### src/rtl/uart_rx_sampler.sv
// uart_rx_sampler: UART receive endpoint that recovers frames from an
// asynchronous serial line directly on the system clock. It synchronises
// the line, validates the start bit at mid-bit, samples every following bit
// one bit period apart, and reports data, parity error and framing error.
module uart_rx_sampler (
    input  logic        clk,
    input  logic        rst,
    input  logic        rx_start,
    input  logic        rx,
    input  logic [16:0] baud,
    input  logic [3:0]  length,
    input  logic        parity_type,
    input  logic        parity_en,
    output logic [7:0]  rx_out,
    output logic        rx_done,
    output logic        rx_err,
    output logic        frame_err,
    output logic        busy
);

    typedef enum logic [2:0] {
        S_IDLE   = 3'd0,
        S_START  = 3'd1,
        S_DATA   = 3'd2,
        S_PARITY = 3'd3,
        S_STOP   = 3'd4
    } state_t;

    // Even-parity (XOR reduction) of a data byte.
    function automatic logic parity8(input logic [7:0] d);
        return ^d;
    endfunction

    // Mask that keeps only the bits below the frame length.
    function automatic logic [7:0] len_mask(input logic [3:0] len);
        logic [7:0] m;
        m = 8'h00;
        for (int i = 0; i < 8; i++) begin
            m[i] = (i < int'(len));
        end
        return m;
    endfunction

    // Line synchroniser and edge detection
    logic        rx_meta_r;
    logic        rx_s_r;
    logic        rx_d_r;
    logic        fall_r;

    // FSM and datapath state
    state_t      state_r;
    state_t      state_s;
    logic [16:0] cnt_r;
    logic [16:0] cnt_s;
    logic [2:0]  bit_idx_r;
    logic [2:0]  bit_idx_s;
    logic [7:0]  shift_r;
    logic [7:0]  shift_s;
    logic        p_bit_r;
    logic        p_bit_s;
    logic        latch_s;
    logic        load_s;

    // Frame configuration captured when a frame starts
    logic [16:0] baud_l_r;
    logic [3:0]  len_l_r;
    logic        ptype_l_r;
    logic        pen_l_r;

    // Registered results
    logic [7:0]  rx_out_r;
    logic        rx_done_r;
    logic        rx_err_r;
    logic        frame_err_r;
    logic        busy_r;

    // Derived values
    logic [16:0] baud_cfg_s;
    logic [3:0]  len_cfg_s;
    logic [16:0] half_s;
    logic        bit_end_s;
    logic [2:0]  len_m1_s;
    logic [7:0]  data_s;
    logic        perr_s;

    assign baud_cfg_s = (baud < 17'd4) ? 17'd4 : baud;
    assign len_cfg_s  = (length < 4'd5) ? 4'd5 : ((length > 4'd8) ? 4'd8 : length);
    assign half_s     = baud_l_r >> 1;
    assign bit_end_s  = (cnt_r == (baud_l_r - 17'd1));
    assign len_m1_s   = 3'(len_l_r - 4'd1);
    assign data_s     = shift_r & len_mask(len_l_r);
    assign perr_s     = pen_l_r & (p_bit_r != (parity8(data_s) ^ ptype_l_r));

    // Two-flop synchroniser, delayed copy, and a registered falling-edge flag
    // (the flag is why START is entered three edges after rx is first seen low)
    always_ff @(posedge clk) begin
        if (!rst) begin
            rx_meta_r <= 1'b1;
            rx_s_r    <= 1'b1;
            rx_d_r    <= 1'b1;
            fall_r    <= 1'b0;
        end else begin
            rx_meta_r <= rx;
            rx_s_r    <= rx_meta_r;
            rx_d_r    <= rx_s_r;
            fall_r    <= rx_d_r & ~rx_s_r;
        end
    end

    // Next-state, bit counter and shift-register decisions for the receive FSM
    always_comb begin
        state_s   = state_r;
        cnt_s     = cnt_r;
        bit_idx_s = bit_idx_r;
        shift_s   = shift_r;
        p_bit_s   = p_bit_r;
        latch_s   = 1'b0;
        load_s    = 1'b0;
        if (!rx_start) begin
            state_s = S_IDLE;
        end else begin
            case (state_r)
                S_IDLE: begin
                    if (fall_r) begin
                        state_s = S_START;
                        cnt_s   = 17'd0;
                        latch_s = 1'b1;
                    end else begin
                        state_s = S_IDLE;
                    end
                end
                S_START: begin
                    if (cnt_r == half_s) begin
                        if (!rx_s_r) begin
                            state_s   = S_DATA;
                            cnt_s     = 17'd0;
                            bit_idx_s = 3'd0;
                        end else begin
                            state_s = S_IDLE;
                        end
                    end else begin
                        cnt_s = cnt_r + 17'd1;
                    end
                end
                S_DATA: begin
                    if (bit_end_s) begin
                        shift_s[bit_idx_r] = rx_s_r;
                        cnt_s              = 17'd0;
                        if (bit_idx_r == len_m1_s) begin
                            state_s = pen_l_r ? S_PARITY : S_STOP;
                        end else begin
                            bit_idx_s = bit_idx_r + 3'd1;
                        end
                    end else begin
                        cnt_s = cnt_r + 17'd1;
                    end
                end
                S_PARITY: begin
                    if (bit_end_s) begin
                        p_bit_s = rx_s_r;
                        cnt_s   = 17'd0;
                        state_s = S_STOP;
                    end else begin
                        cnt_s = cnt_r + 17'd1;
                    end
                end
                S_STOP: begin
                    if (bit_end_s) begin
                        load_s  = 1'b1;
                        cnt_s   = 17'd0;
                        state_s = S_IDLE;
                    end else begin
                        cnt_s = cnt_r + 17'd1;
                    end
                end
                default: begin
                    state_s = S_IDLE;
                end
            endcase
        end
    end

    // FSM state, counters and captured bits
    always_ff @(posedge clk) begin
        if (!rst) begin
            state_r   <= S_IDLE;
            cnt_r     <= 17'd0;
            bit_idx_r <= 3'd0;
            shift_r   <= 8'h00;
            p_bit_r   <= 1'b0;
        end else begin
            state_r   <= state_s;
            cnt_r     <= cnt_s;
            bit_idx_r <= bit_idx_s;
            shift_r   <= shift_s;
            p_bit_r   <= p_bit_s;
        end
    end

    // Frame configuration latch: sampled only as a frame starts
    always_ff @(posedge clk) begin
        if (!rst) begin
            baud_l_r  <= 17'd4;
            len_l_r   <= 4'd8;
            ptype_l_r <= 1'b0;
            pen_l_r   <= 1'b0;
        end else if (latch_s) begin
            baud_l_r  <= baud_cfg_s;
            len_l_r   <= len_cfg_s;
            ptype_l_r <= parity_type;
            pen_l_r   <= parity_en;
        end
    end

    // Result registers: all results update together with the rx_done pulse
    always_ff @(posedge clk) begin
        if (!rst) begin
            rx_out_r    <= 8'h00;
            rx_done_r   <= 1'b0;
            rx_err_r    <= 1'b0;
            frame_err_r <= 1'b0;
            busy_r      <= 1'b0;
        end else begin
            rx_done_r <= load_s;
            busy_r    <= (state_s != S_IDLE);
            if (load_s) begin
                rx_out_r    <= data_s;
                rx_err_r    <= perr_s;
                frame_err_r <= ~rx_s_r;
            end
        end
    end

    assign rx_out    = rx_out_r;
    assign rx_done   = rx_done_r;
    assign rx_err    = rx_err_r;
    assign frame_err = frame_err_r;
    assign busy      = busy_r;

endmodule

### config.mk
export PLATFORM = sky130hd
export DESIGN_NAME = uart_rx_sampler
export DESIGN_NICKNAME = d
export VERILOG_FILES = /design/src/rtl/uart_rx_sampler.sv
export SDC_FILE = /design/constraint.sdc
export NUM_CORES = 1
export LEC_CHECK = 0
export CAP_MARGIN = 20
export CORE_ASPECT_RATIO = 1.2
export CORE_MARGIN = 2
export CORE_UTILIZATION = 40
export DETAILED_ROUTE_END_ITERATION = 10
export GPL_TIMING_DRIVEN = 0
export REMOVE_ABC_BUFFERS = 1
export SLEW_MARGIN = 20
export SYNTH_ARGS = -nofsm -noshare
export SYNTH_HDL_FRONTEND = slang
export SYNTH_SLANG_ARGS = --single-unit
### constraint.sdc
create_clock -name clk -period 4 [get_ports clk]
set_clock_uncertainty 0.05 [all_clocks]
set_input_delay 0.4 -clock clk [delete_from_list [all_inputs] [get_ports clk]]
set_output_delay 0.4 -clock clk [all_outputs]
set_load 0.05 [all_outputs]
==> metrics.md <==
| Metric | Value |
|---|---|
| Status | `finished, final reports clean` |
| Die H | `117 µm` |
| Commonest non-fill, non-tap cell in the layout | `dfxtp_1` |
| Worst min path class | `in -> reg` |
| Yosys warns | `0` |
| Port Buffer Count | `38` |
| Most frequent cells in the layout | `dfxtp_1, nand2_1, clkdlybuf4s50_1` |
| CTS tree | `done` |
| CORE AREA | `0.0105 mm²` |
| Register area | `0.00142 mm²` |
| Die Area | `0.0115 mm²` |
| Lkg Pwr | `0.00183 µW` |
| DR pass1 iterations | `7` |
| Hold path depth | `2` |
| # rows | `41` |
| Global placement routability congestion | `0.891` |
| Post-Place Worst Slack | `101 ps` |
| # H-tree levels | `3` |
| DRC Markers | `0` |
| Max IR drop VDD | `0.222 mV` |
| Max Fanout on Critical Path | `14` |
| Share of layout cells above drive strength 1 | `7.35%` |
| Vias in the first global route | `3,468` |
| Area grow syn2layout | `18.2%` |
| EDFF count, synth | `0` |
| Clock Path Buffers | `2` |
| Asr flop ratio synth | `0%` |
| Post-CTS sizing | `0` |
| Clock sinks | `71` |
| Total Neg Setup Slack | `0 ps` |
| Worst-margin pin slew | `730 ps` |
| CP required | `4220 ps` |
| Final Cycle Share | `92.4%` |
| Total CTS buffers | `9` |
| Initial DRC Count | `114` |
| Io pins | `39` |
| Sequential cell area fraction in the yosys report | `33.3%` |
| Vias | `3,724` |
| Total Nets Final | `572` |
| Final WL | `10.2 mm` |
| Most used DFF post-synth | `dfxtp_1` |
| Global route overflow | `0` |
| Hpwl dp | `7.44 mm` |
| First-pass GRT wire length | `16.9 mm` |
| Area after DPL | `0.00468 mm²` |
| Setup Viol. Count Final | `0` |
| Hold_buf cts | `0` |
| CTS clock-pin slew for the worst setup and hold paths | `60 ps` |
| Final WS setup | `305 ps` |
| Clk root buf | `clkbuf_16` |
| Gr usage total | `18.3%` |
| Starting density of the core | `40.7%` |
| Synthesized cell area | `0.00426 mm²` |
| Via/cell ratio | `5.53` |
| WL per Instance | `15.2 µm` |
| Fmax | `271 MHz` |
| Inserted Diodes | `0` |
| Power per Cell Area | `335 mW/mm²` |
| Post-Syn Area per Cell | `8.18 µm²` |
| Worst Setup End Kind | `flip-flop` |
| Die Wd | `98.2 µm` |
| Post-route cell area | `0.00504 mm²` |
| Unrepaired setup endpoints after global routing | `false` |
| Path type of the worst setup path | `reg -> reg` |
| Critical Path Start Type | `flip-flop` |
| Netlist cell types | `64` |
| Clock Latency Late Sink | `340 ps` |
| Rel. slew slack | `51.3%` |
| Data arrival, critical path | `3920 ps` |
| Pin count of the biggest net entering global routing | `48` |
| Hold Vio Cnt, Final | `0` |
| Worst Reg2Reg Path Length in Cells | `8` |
| Final Slew Violations | `0` |
| Area of the multi-input gates | `0.00264 mm²` |
| DRT antenna net count | `0` |
| Max-cap viol count | `0` |
| Initial antenna violation count | `0` |
| # fillers | `1,023` |
| Post-Syn Instances | `521` |
| Tmin final | `3690 ps` |
| FF+latch count, synth | `71` |
[critical path, stage by stage, from the launching register on]
cell     delay [ps]
dfxtp_1         410
or4_4           590
or3_4           390
nor3_1          200
o21ai_1          90
a22oi_2         510
nand4_1         600
nor4b_1         560
mux2i_1         220
[cells in the mapped netlist, types with 4 or more instances]
cell type	n	area share (%)
a21o_1	5	0.88
o21ai_0	10	1.2
nor2b_1	12	1.8
nor4_1	11	1.6
a31oi_1	7	1.0
o31ai_1	6	1.1
a21boi_1	5	0.88
nand4_1	15	2.2
nor4b_1	4	0.82
o211ai_1	4	0.70
xor2_1	30	6.2
and2_1	5	0.73
nand3b_1	5	0.88
ha_1	6	1.8
and4_1	6	1.2
nor3_1	15	1.8
nand2_1	66	5.8
dfxtp_1	71	33
a22oi_1	4	0.70
buf_2	5	0.59
and3_1	6	0.88
mux2i_1	11	2.6
clkbuf_1	30	2.6
inv_1	14	1.2
or2_2	6	0.88
o22ai_1	4	0.59
nor3b_1	6	1.1
nor2_1	33	2.9
a21oi_1	8	0.94
nand3_1	15	1.8
a21boi_0	22	3.9
xnor2_1	24	4.9
or4_1	4	0.70
or3_1	5	0.73
nand2b_1	4	0.59
[cells by family after synthesis]
family	share of synthesized area, %
mux	2.58
buf+inv	4.90
compound gates	15.9
xor+xnor	11.6
simple gates	29.9
flops	33.3
fa+ha+maj	1.76
[power breakdown]
| group | internal (µW) | switching, µW |
|---|---|---|
| Clock | 579 | 299 |
| Combinational | 47.3 | 44.9 |
| Sequential | 712 | 7.15 |
| Total | 1340 | 351 |
[layer usage]
layer | wire, µm | part of all wire (%) | vias to the layer above | global-route usage (%)
li1 | - | - | 1888 | -
met1 | 4450 | 44 | 1765 | 21.6
met2 | 5250 | 51 | 56 | 32.6
met3 | 284 | 2.8 | 15 | 3.62
met4 | 236 | 2.3 | 0 | 7.95
met5 | 0 | 0 | - | 0
[cell type report]
type                            count  share of cell area (%)
Multi-Input combinational cell    399                    52.4
Inverter                           14                    1.04
Timing Repair Buffer               44                    8.67
Clock buffer                       13                    5.17
Sequential cell                    71                    28.2
Tap cell                          129                    3.20
Clock inverter                      3                    1.29
[metrics by stage]
step	utilization, %	instances	hold WS [ps]	power (µW)
2_1_floorplan	-	484	336	776
3_3_place_gp	44.4	651	349	824
3_5_place_dp	44.8	653	346	827
4_1_cts	47.9	669	279	1710
5_1_grt	48.1	673	300	1740
6_report	48.1	673	283	1690
[state kept, by name, indices dropped and copies added, names as in the netlist, 3 cells and up]
register / count
cnt_r: 17
bit_idx_r: 3
shift_r: 8
len_l_r: 4
state_r: 3
baud_l_r: 17
rx_out: 8
[path summary, 6_finish.rpt]
| kind | slack [ps] | to | startpoint |
|---|---|---|---|
| worst max-delay path | 310 | shift_r[0] | baud_l_r[8] |
| worst min-delay path | 280 | baud_l_r[2] | rst |
| worst max register to register | 310 | shift_r[0] | baud_l_r[8] |
| worst min register to register | 360 | rx_s_r | rx_meta_r |
[repair_timing]
| item | CTS | global route |
|---|---|---|
| endpoints found under the setup margin | 0 | 5 |
| buffers inserted | 0 | 4 |
| hold endpoints to repair | 0 | 0 |
(Power assumes the default switching activity.)
